File: config.mk
export PLATFORM = sky130hd
export DESIGN_NAME = hamming_dec_stream
export DESIGN_NICKNAME = d
export VERILOG_FILES = /design/src/rtl/hamming_pkg.sv /design/src/rtl/hamming_syndrome.sv /design/src/rtl/hamming_dec_stream.sv
export SDC_FILE = /design/constraint.sdc
export NUM_CORES = 1
export LEC_CHECK = 0
export CAP_MARGIN = 20
export CORE_MARGIN = 2
export CORE_UTILIZATION = 51
export DETAILED_ROUTE_END_ITERATION = 8
export GPL_TIMING_DRIVEN = 0
export PLACE_DENSITY = 0.76
export SKIP_CTS_REPAIR_TIMING = 1
export SLEW_MARGIN = 0
export SYNTH_ARGS = -nofsm -noshare
export SYNTH_HDL_FRONTEND = slang
export SYNTH_SLANG_ARGS = --single-unit
export TNS_END_PERCENT = 20
File: constraint.sdc
create_clock -name clk_i -period 2.1 [get_ports clk_i]
set_input_delay 0.42 -clock clk_i [delete_from_list [all_inputs] [get_ports clk_i]]
set_output_delay 0.42 -clock clk_i [all_outputs]
set_load 0.02 [all_outputs]
File: src/rtl/hamming_pkg.sv
// Purpose: shared types and constants for the (16,11) SECDED byte-stream decoder.
// Latency: n/a (types, constants and a pure helper function only).
// Backpressure: n/a.
package hamming_pkg;

  // Controller states: two input bytes, one decode cycle, two output bytes.
  typedef enum logic [2:0] {
    IN_LO  = 3'd0,
    IN_HI  = 3'd1,
    DEC    = 3'd2,
    OUT_LO = 3'd3,
    OUT_HI = 3'd4
  } state_e;

  // Result classification carried in the top two bits of the result word.
  localparam logic [1:0] FLAG_NONE = 2'b00;
  localparam logic [1:0] FLAG_SGL  = 2'b01;
  localparam logic [1:0] FLAG_DBL  = 2'b10;

  // Codeword bit positions. Parity bits sit at the power-of-two indices,
  // the overall parity bit at index 0, data fills the remaining slots.
  localparam int POS_P0  = 0;
  localparam int POS_P1  = 1;
  localparam int POS_P2  = 2;
  localparam int POS_D1  = 3;
  localparam int POS_P4  = 4;
  localparam int POS_D2  = 5;
  localparam int POS_D4  = 7;
  localparam int POS_P8  = 8;
  localparam int POS_D5  = 9;
  localparam int POS_D11 = 15;

  // Pull d[11:1] out of a codeword, skipping the parity positions.
  function automatic logic [10:0] extract_data(input logic [15:0] cw);
    return {cw[POS_D11:POS_D5], cw[POS_D4:POS_D2], cw[POS_D1]};
  endfunction

endpackage

File: src/rtl/hamming_syndrome.sv
// Purpose: combinational SECDED check of one 16-bit codeword: syndrome, overall parity, corrected data, flag.
// Latency: purely combinational, zero cycles.
// Backpressure: none; output follows input every cycle.
module hamming_syndrome
  import hamming_pkg::*;
(
  input  logic [15:0] cw_i,
  output logic [3:0]  syn_o,
  output logic        par_o,
  output logic [10:0] data_o,
  output logic [1:0]  flag_o
);

  logic [3:0]  syn;
  logic        par;
  logic [15:0] fixed;
  logic [1:0]  flag;

  // Syndrome is the XOR of the indices of every set bit; parity covers all 16 bits.
  always_comb begin
    syn = 4'd0;
    for (int i = 1; i < 16; i++) begin
      if (cw_i[i]) begin
        syn = syn ^ 4'(i);
      end
    end
    par = ^cw_i;
  end

  // Odd parity means one flipped bit at index syn (index 0 is p0, so data is untouched then).
  // Even parity with a non-zero syndrome is two flips: report and pass data through uncorrected.
  always_comb begin
    fixed = cw_i;
    flag  = FLAG_NONE;
    if (par) begin
      fixed[syn] = ~cw_i[syn];
      flag       = FLAG_SGL;
    end else if (syn != 4'd0) begin
      flag = FLAG_DBL;
    end
  end

  assign syn_o  = syn;
  assign par_o  = par;
  assign data_o = extract_data(fixed);
  assign flag_o = flag;

endmodule

File: src/rtl/hamming_dec_stream.sv
// Purpose: byte-stream SECDED decoder; two codeword bytes in, two result bytes {flag,3'b0,d[11:1]} out. Optional counters via HAMMING_STATS_EN.
// Latency: out_valid_o rises on the second edge after the high input byte is accepted (one DEC cycle); 5 cycles/word at full rate.
// Backpressure: in_ready_o low from DEC until the high result byte is taken; out_data_o held while out_valid_o && !out_ready_i.
module hamming_dec_stream
  import hamming_pkg::*;
(
  input  logic       clk_i,
  input  logic       rst_ni,
  input  logic       in_valid_i,
  input  logic [7:0] in_data_i,
  output logic       in_ready_o,
  output logic       out_valid_o,
  output logic [7:0] out_data_o,
  input  logic       out_ready_i
`ifdef HAMMING_STATS_EN
  ,
  input  logic       stat_clr_i,
  output logic [7:0] single_cnt_o,
  output logic [7:0] double_cnt_o
`endif
);

  state_e      state_q, state_d;
  logic [15:0] word_q;
  logic [15:0] result_q;

  logic [3:0]  syn;
  logic        par;
  logic [10:0] dec_data;
  logic [1:0]  dec_flag;

  hamming_syndrome u_syndrome (
    .cw_i   (word_q),
    .syn_o  (syn),
    .par_o  (par),
    .data_o (dec_data),
    .flag_o (dec_flag)
  );

  // Syndrome and parity are folded into the flag; the raw values are not needed here.
  logic unused_syn;
  assign unused_syn = ^{syn, par};

  // State register; reset abandons any partial word or pending result.
  always_ff @(posedge clk_i or negedge rst_ni) begin
    if (!rst_ni) begin
      state_q <= IN_LO;
    end else begin
      state_q <= state_d;
    end
  end

  // Next-state: advance on each handshake, DEC always lasts exactly one cycle.
  always_comb begin
    state_d = state_q;
    case (state_q)
      IN_LO:   if (in_valid_i)  state_d = IN_HI;
      IN_HI:   if (in_valid_i)  state_d = DEC;
      DEC:                      state_d = OUT_LO;
      OUT_LO:  if (out_ready_i) state_d = OUT_HI;
      OUT_HI:  if (out_ready_i) state_d = IN_LO;
      default:                  state_d = IN_LO;
    endcase
  end

  // Outputs decoded from state: input and output phases never overlap.
  always_comb begin
    in_ready_o  = 1'b0;
    out_valid_o = 1'b0;
    out_data_o  = 8'h00;
    case (state_q)
      IN_LO, IN_HI: in_ready_o = 1'b1;
      OUT_LO: begin
        out_valid_o = 1'b1;
        out_data_o  = result_q[7:0];
      end
      OUT_HI: begin
        out_valid_o = 1'b1;
        out_data_o  = result_q[15:8];
      end
      default: ;
    endcase
  end

  // Capture codeword bytes on accept and latch the decoded result in DEC.
  always_ff @(posedge clk_i or negedge rst_ni) begin
    if (!rst_ni) begin
      word_q   <= 16'h0000;
      result_q <= 16'h0000;
    end else begin
      if (state_q == IN_LO && in_valid_i) begin
        word_q[7:0] <= in_data_i;
      end
      if (state_q == IN_HI && in_valid_i) begin
        word_q[15:8] <= in_data_i;
      end
      if (state_q == DEC) begin
        result_q <= {dec_flag, 3'b000, dec_data};
      end
    end
  end

`ifdef HAMMING_STATS_EN
  logic [7:0] single_cnt_q;
  logic [7:0] double_cnt_q;

  // Saturating per-class word counters; clear wins over a same-cycle increment.
  always_ff @(posedge clk_i or negedge rst_ni) begin
    if (!rst_ni) begin
      single_cnt_q <= 8'h00;
      double_cnt_q <= 8'h00;
    end else if (stat_clr_i) begin
      single_cnt_q <= 8'h00;
      double_cnt_q <= 8'h00;
    end else if (state_q == DEC) begin
      if (dec_flag == FLAG_SGL && single_cnt_q != 8'hFF) begin
        single_cnt_q <= single_cnt_q + 8'h01;
      end
      if (dec_flag == FLAG_DBL && double_cnt_q != 8'hFF) begin
        double_cnt_q <= double_cnt_q + 8'h01;
      end
    end
  end

  assign single_cnt_o = single_cnt_q;
  assign double_cnt_o = double_cnt_q;
`endif

endmodule

Yosys cells after proc, flatten, opt, wreduce, memory -nomap -nowiden
Cells that the tools add are included.
{ "word_totals": {"inputBits": 12, "output_inout_bits": 10, "ff_bits": 32, "wordCells": 69} }
{ "op_classes": {"n_reduce_logical": 9, "mux": 31, "n_eq_ne": 8, "magnitude_cmp": 2, "bitwise": 15} }
{ "op_table": {"columns": ["operator", "count"], "rows": [
  ["4-bit two-way mux", 8],
  ["3-bit two-way mux", 8],
  ["16-bit bitwise mux", 1],
  ["16-bit two-way mux", 1],
  ["8-bit one-hot mux with 2 select lines", 1],
  ["16-bit parity", 1],
  ["3-bit one-hot mux with 5 select lines", 1],
  ["2-bit NOT", 6],
  ["3-bit NOT", 4],
  ["2-bit two-way mux", 4],
  ["2-bit inequality test, second input constant", 4],
  ["3-bit by 2-bit equality test with 1-bit output, second input constant", 2],
  ["4-bit by 5-bit less-than comparator with 1-bit output, second input constant", 1],
  ["1-bit two-way mux", 5],
  ["1-bit binary-select mux with 4-bit select", 1],
  ["1-bit demux with 4-bit select", 1],
  ["4-bit by 1-bit >= comparator with 1-bit output, second input constant", 1],
  ["4-bit NOT", 1],
  ["4-bit AND reduction", 1],
  ["4-bit nonzero test", 1],
  ["2-bit OR reduction", 2],
  ["3-bit by 1-bit equality test with 1-bit output, second input constant", 1],
  ["3-bit equality test, second input constant", 1],
  ["1-bit logical AND", 3],
  ["other kinds (3)", 5]
]} }

Depth between registers and ports, before layout
{ "logic_depth": {"depth_word": 32, "ltp_mapped": 8, "ltp_nobuf": 7} }

Cells and area by module
From an unflattened synthesis, not the netlist that was laid out.
{ "unflattened": {"cells_unflattened": 210, "area_unflattened_um2": 2250.9} }
{ "by_module_without_submodules": {"columns": ["module", "area_per_inst_um2", "cells_per_inst", "instances", "seq_area_each_um2"], "rows": [
  ["hamming_dec_stream", 1363.8, 89, 1, 800.8],
  ["hamming_syndrome", 887.1, 121, 1, 0.0]
]} }

Worst setup path after synthesis
Ideal clock, no wire load.
{ "synth_timing": {"path_kind": "register to register", "start": "register word_q[7]", "end": "register result_q[2]", "path_stages_with_launch": 8, "n_path_buf": 0, "t_arrival_ns": 2.186, "setup_ns": 0.077, "t_required_ns": 2.023, "setup_slack_ns": -0.163, "period_less_slack_ns": 2.263, "cell_sequence": "dfrtp_1 xnor2_1 xnor3_4 xor2_4 mux2_1 nor3_2 nor4_2 a21oi_1"} }
{ "synth_between": {"elab_chain_len": 19, "elab_cells_between_ends": 27, "cone_classes": "order compare (2); mux (15); bitwise (8); reduce/logical (2)"} }
{ "synth_lines": {"columns": ["element", "line", "text"], "rows": [
  ["from (decl)", "hamming_dec_stream.sv:24", "logic [15:0] word_q;"],
  ["from (signal assigned)", "hamming_dec_stream.sv:92", "word_q[7:0] <= in_data_i;"],
  ["3-bit two-way mux", "hamming_syndrome.sv:23", "if (cw_i[i]) begin"],
  ["4-bit two-way mux", "hamming_syndrome.sv:23", null],
  ["2-bit NOT (no line) / 4-bit two-way mux (equally long branches)", null, null],
  ["4-bit two-way mux / 2-bit NOT (equally long branches)", null, null],
  ["4-bit two-way mux", "hamming_syndrome.sv:23", null],
  ["3-bit NOT (no line) / 2-bit NOT (equally long branches)", null, null],
  ["4-bit two-way mux", "hamming_syndrome.sv:23", null],
  ["4-bit two-way mux / 3-bit NOT (equally long branches)", null, null],
  ["(+3 left out)", null, null],
  ["4-bit NOT (no line)", null, null],
  ["4-bit two-way mux", "hamming_syndrome.sv:23", null],
  ["4-bit by 5-bit less-than comparator with 1-bit output (not written as such) / 4-bit by 1-bit >= comparator with 1-bit output (equally long branches)", "hamming_syndrome.sv:36", "fixed[syn] = ~cw_i[syn];"],
  ["1-bit logical AND (not written as such)", "hamming_syndrome.sv:36", null],
  ["1-bit two-way mux (not written as such)", "hamming_syndrome.sv:36", null],
  ["1-bit demux with 4-bit select", null, null],
  ["16-bit bitwise mux", "hamming_syndrome.sv:36", null],
  ["16-bit two-way mux (*)", "hamming_syndrome.sv:35", "if (par) begin"],
  ["to (signal assigned)", "hamming_dec_stream.sv:98", "result_q <= {dec_flag, 3'b000, dec_data};"],
  ["to (decl)", "hamming_dec_stream.sv:25", "logic [15:0] result_q;"]
]} }
Mark *: on every way between the ends. The rest lies on a longest branch, timed or not. The select of a mux whose other input is x is not followed.
A chain may end at the register's enable or synchronous reset.

Final worst setup path
{ "layout_timing": {"start": "register word_q[9]", "end": "register result_q[4]"} }
{ "layout_between": {"elab_chain_len": 19, "elab_cells_between_ends": 24, "cone_classes": "order compare (2); mux (13); bitwise (7); reduce/logical (2)"} }
{ "layout_lines": {"columns": ["element", "line", "text"], "rows": [
  ["from (signal assigned)", "hamming_dec_stream.sv:95", "word_q[15:8] <= in_data_i;"],
  ["4-bit two-way mux", "hamming_syndrome.sv:23", null],
  ["2-bit NOT (no line)", null, null],
  ["4-bit two-way mux", "hamming_syndrome.sv:23", null],
  ["3-bit NOT (no line)", null, null],
  ["4-bit two-way mux", "hamming_syndrome.sv:23", null],
  ["2-bit NOT (no line)", null, null],
  ["4-bit two-way mux", "hamming_syndrome.sv:23", null],
  ["3-bit NOT (no line)", null, null],
  ["(+3 left out)", null, null],
  ["4-bit NOT (no line)", null, null],
  ["4-bit two-way mux", "hamming_syndrome.sv:23", null],
  ["4-bit by 5-bit less-than comparator with 1-bit output (not written as such) / 4-bit by 1-bit >= comparator with 1-bit output (equally long branches)", "hamming_syndrome.sv:36", null],
  ["1-bit logical AND (not written as such)", "hamming_syndrome.sv:36", null],
  ["1-bit two-way mux (not written as such)", "hamming_syndrome.sv:36", null],
  ["1-bit demux with 4-bit select", null, null],
  ["16-bit bitwise mux", "hamming_syndrome.sv:36", null],
  ["16-bit two-way mux (*)", "hamming_syndrome.sv:35", null]
]} }
Marked as above.

==> metrics.yaml <==
crit_arrival_ns: 2.60
regArea_um2: 804.5
dr_total_vias: 1675
final_cells: 292
fin_ws_ns: -0.3351
cp_slowest_cell: "xnor3_4"
grt_pass1_vias: 1565
clkSinkCount: 32
drive_gt1_share_pct: 35.54
hold_viol: 0
cpMostUsedCell: "a21oi_1"
timing.final.crit_share_pct: 116.0
cts-root-buf: "clkbuf_8"
ys.flop_type: "dfrtp_1"
cts_tree: "built"
antennaDiodeCount: 0
maxSlewViolCount: 0
yosysWarnings: 0
core_area_um2: 4029
final.fill_count: 274
std_cell_rows: 23
cpPeakStageDelay_ns: 0.64
drtIter0Drc: 92
syn_area_um2: 2163
multi_input_area_um2: 1575
grt_pass1_wl_um: 7389
vias_per_cell: 5.736
initial_core_util_pct: 53.70
synth_cell_types: 46
grt-ovfl-total: 0
fp.dieH_um: 69.13
setup_viol: 13
cts_inserted_buffers: 5
io_buffers: 21
dp_cells: 276
place_hpwl_um: 3187
grt_max_degree: 33
hp-class: "input pin to asynchronous set/reset pin"
fin_setup_tns_ns: -3.609
endpoint_kind: "register"
first_pass_iters: 4
start_kind: "register"
finalCriticalPeriod_ns: 2.435
fin_worst_skew_ns: 0.002243
post-synth-top-count-cell: "dfrtp_1"
ios: 22
worst_slew_pin_slew_ns: 0.7039
synth_async_sr_flop_share_pct: 100.0
yosys.area.top_type_share_pct: 37.02
max_freq_mhz: 410.7
nNetsFinal: 254
h-tree-depth: 2
cts_buffer_depth: 2
drc_errors: 0
ys_seq_elements: 32
synth_area_per_cell_um2: 10.55
die-area_um2: 4779
ant_nets: 0
slew_headroom_pct: 53.07
syn2layout_area_growth_pct: 34.64
synth_area_leader_cell: "dfrtp_1"
gp_congestion: 0.9112
yosys-top-cells-area: "dfrtp_1, mux2_2, xnor2_1"
crit_required_ns: 2.26
drt-total-wl_um: 4651
rsz0062_at_grt: "true"
synth_nets: 217
yosys-top-cells-count: "dfrtp_1, nand2_1, a21oi_1, mux2_2, xnor2_1"
cp_max_fo: 7
cts.clk_slew.worst_paths_ns: 0.06
drv_cap: 0
grt.total_usage_pct: 19.57
critPathKind: "register to register"
fp.dieW_um: 69.13
status: "complete, but fails checks"
synth_edf_count: 0
antenna_found_initial: 0
clkLatencyLatePin_ns: 0.28
netlist_instances: 205
synth-seq-area-share_pct: 37.02
wl_per_cell_um: 15.93
crit_chain: "xnor2_2, xnor3_4, xor2_4, buf_4, nor2_2, a21oi_1, a21oi_1, o31ai_4"
violations: "negative setup slack"
[cells in the final DEF (no fill, tap or decap), types with 2 or more instances in the layout]
| master | instances |
|---|---|
| dfrtp_1 | 29 |
| nand2_1 | 23 |
| a21oi_1 | 19 |
| mux2_2 | 15 |
| clkdlybuf4s50_1 | 12 |
| xnor2_2 | 11 |
| o21ai_0 | 10 |
| buf_4 | 10 |
| clkbuf_8 | 9 |
| dlymetal6s2s_1 | 8 |
| nor2_1 | 7 |
| xor2_1 | 6 |
| xnor2_1 | 6 |
| nand3_1 | 6 |
| o31ai_4 | 6 |
| a22o_1 | 5 |
| xnor2_4 | 5 |
| and2_1 | 4 |
| dfrtp_2 | 3 |
| xor2_2 | 2 |
| nand3b_1 | 2 |
| xor2_4 | 2 |
| nor2_2 | 2 |
| clkbuf_1 | 2 |
| nand2b_1 | 2 |
| o21ai_1 | 2 |
| inv_1 | 2 |
| o21ai_2 | 2 |
| a211oi_1 | 2 |
[registers in the layout, indices dropped and copies added (netlist names)]
name	count
word_q	16
result_q	13
state_q	3
[worst paths after layout]
path                       slack [ns]            to  cells past startpoint          from
min in group clk_i               0.49  result_q[15]                      2  result_q[15]
hold / removal                   0.18    state_q[1]                      1        rst_ni
setup / recovery                -0.34   result_q[4]                      8     word_q[9]
setup reg to reg                -0.34   result_q[4]                      8     word_q[9]
max in group asynchronous        1.43     word_q[7]                      1        rst_ni
hold reg to reg                  0.49  result_q[15]                      2  result_q[15]
[area by class of cell]
cell class              count  area share [%]
flip-flops and latches     32           27.62
clock buffers               7           3.308
well taps                  50           2.148
inverters                   2          0.2577
multi-input cells         164           54.08
plain buffers               5           1.589
repair buffers             32           11.00
[layer usage]
metal	track usage [%]	routed length (µm)	vias up
met4	8.932	109	0
met3	4.825	231	9
li1	-	-	812
met1	25.19	1975	808
met2	31.09	2334	46
met5	0	0	-
[critical path, delay by kind of cell (launching register included)]
family	cells	cell delay [ns]
AOI/OAI and AO/OA	3	0.44
xor gates and xnor gates	3	1.06
buffers and inverters	1	0.17
DFF	1	0.48
and+or+nand+nor	1	0.16
[stage by stage]
stage          hold slack, ns  cell area [µm²]  worst slack [ns]  utilization, %
3_5_place_dp           0.4746             2456           -0.3859           60.96
4_1_cts                0.1998             2552           -0.6627           63.35
5_1_grt                0.2433             2913           -0.4165           72.30
2_1_floorplan          0.1244             2188          -0.05787               -
3_3_place_gp           0.4674             2461           -0.3336           61.09
6_report               0.1837             2913           -0.3351           72.30
[cell families after synthesis]
family	count (synthesis)	synth area share [%]
buffers and inverters	9	2.661
multiplexers	17	8.791
XOR/XNOR	33	20.42
AO/OA/AOI/OAI	53	16.25
adder cells (fa/ha/maj)	1	0.4627
flip-flops	32	37.02
AND/OR/NAND/NOR	60	14.40
Power is not shown: default switching activity piles up to over one toggle a cycle in this logic, so the estimate is an artifact.
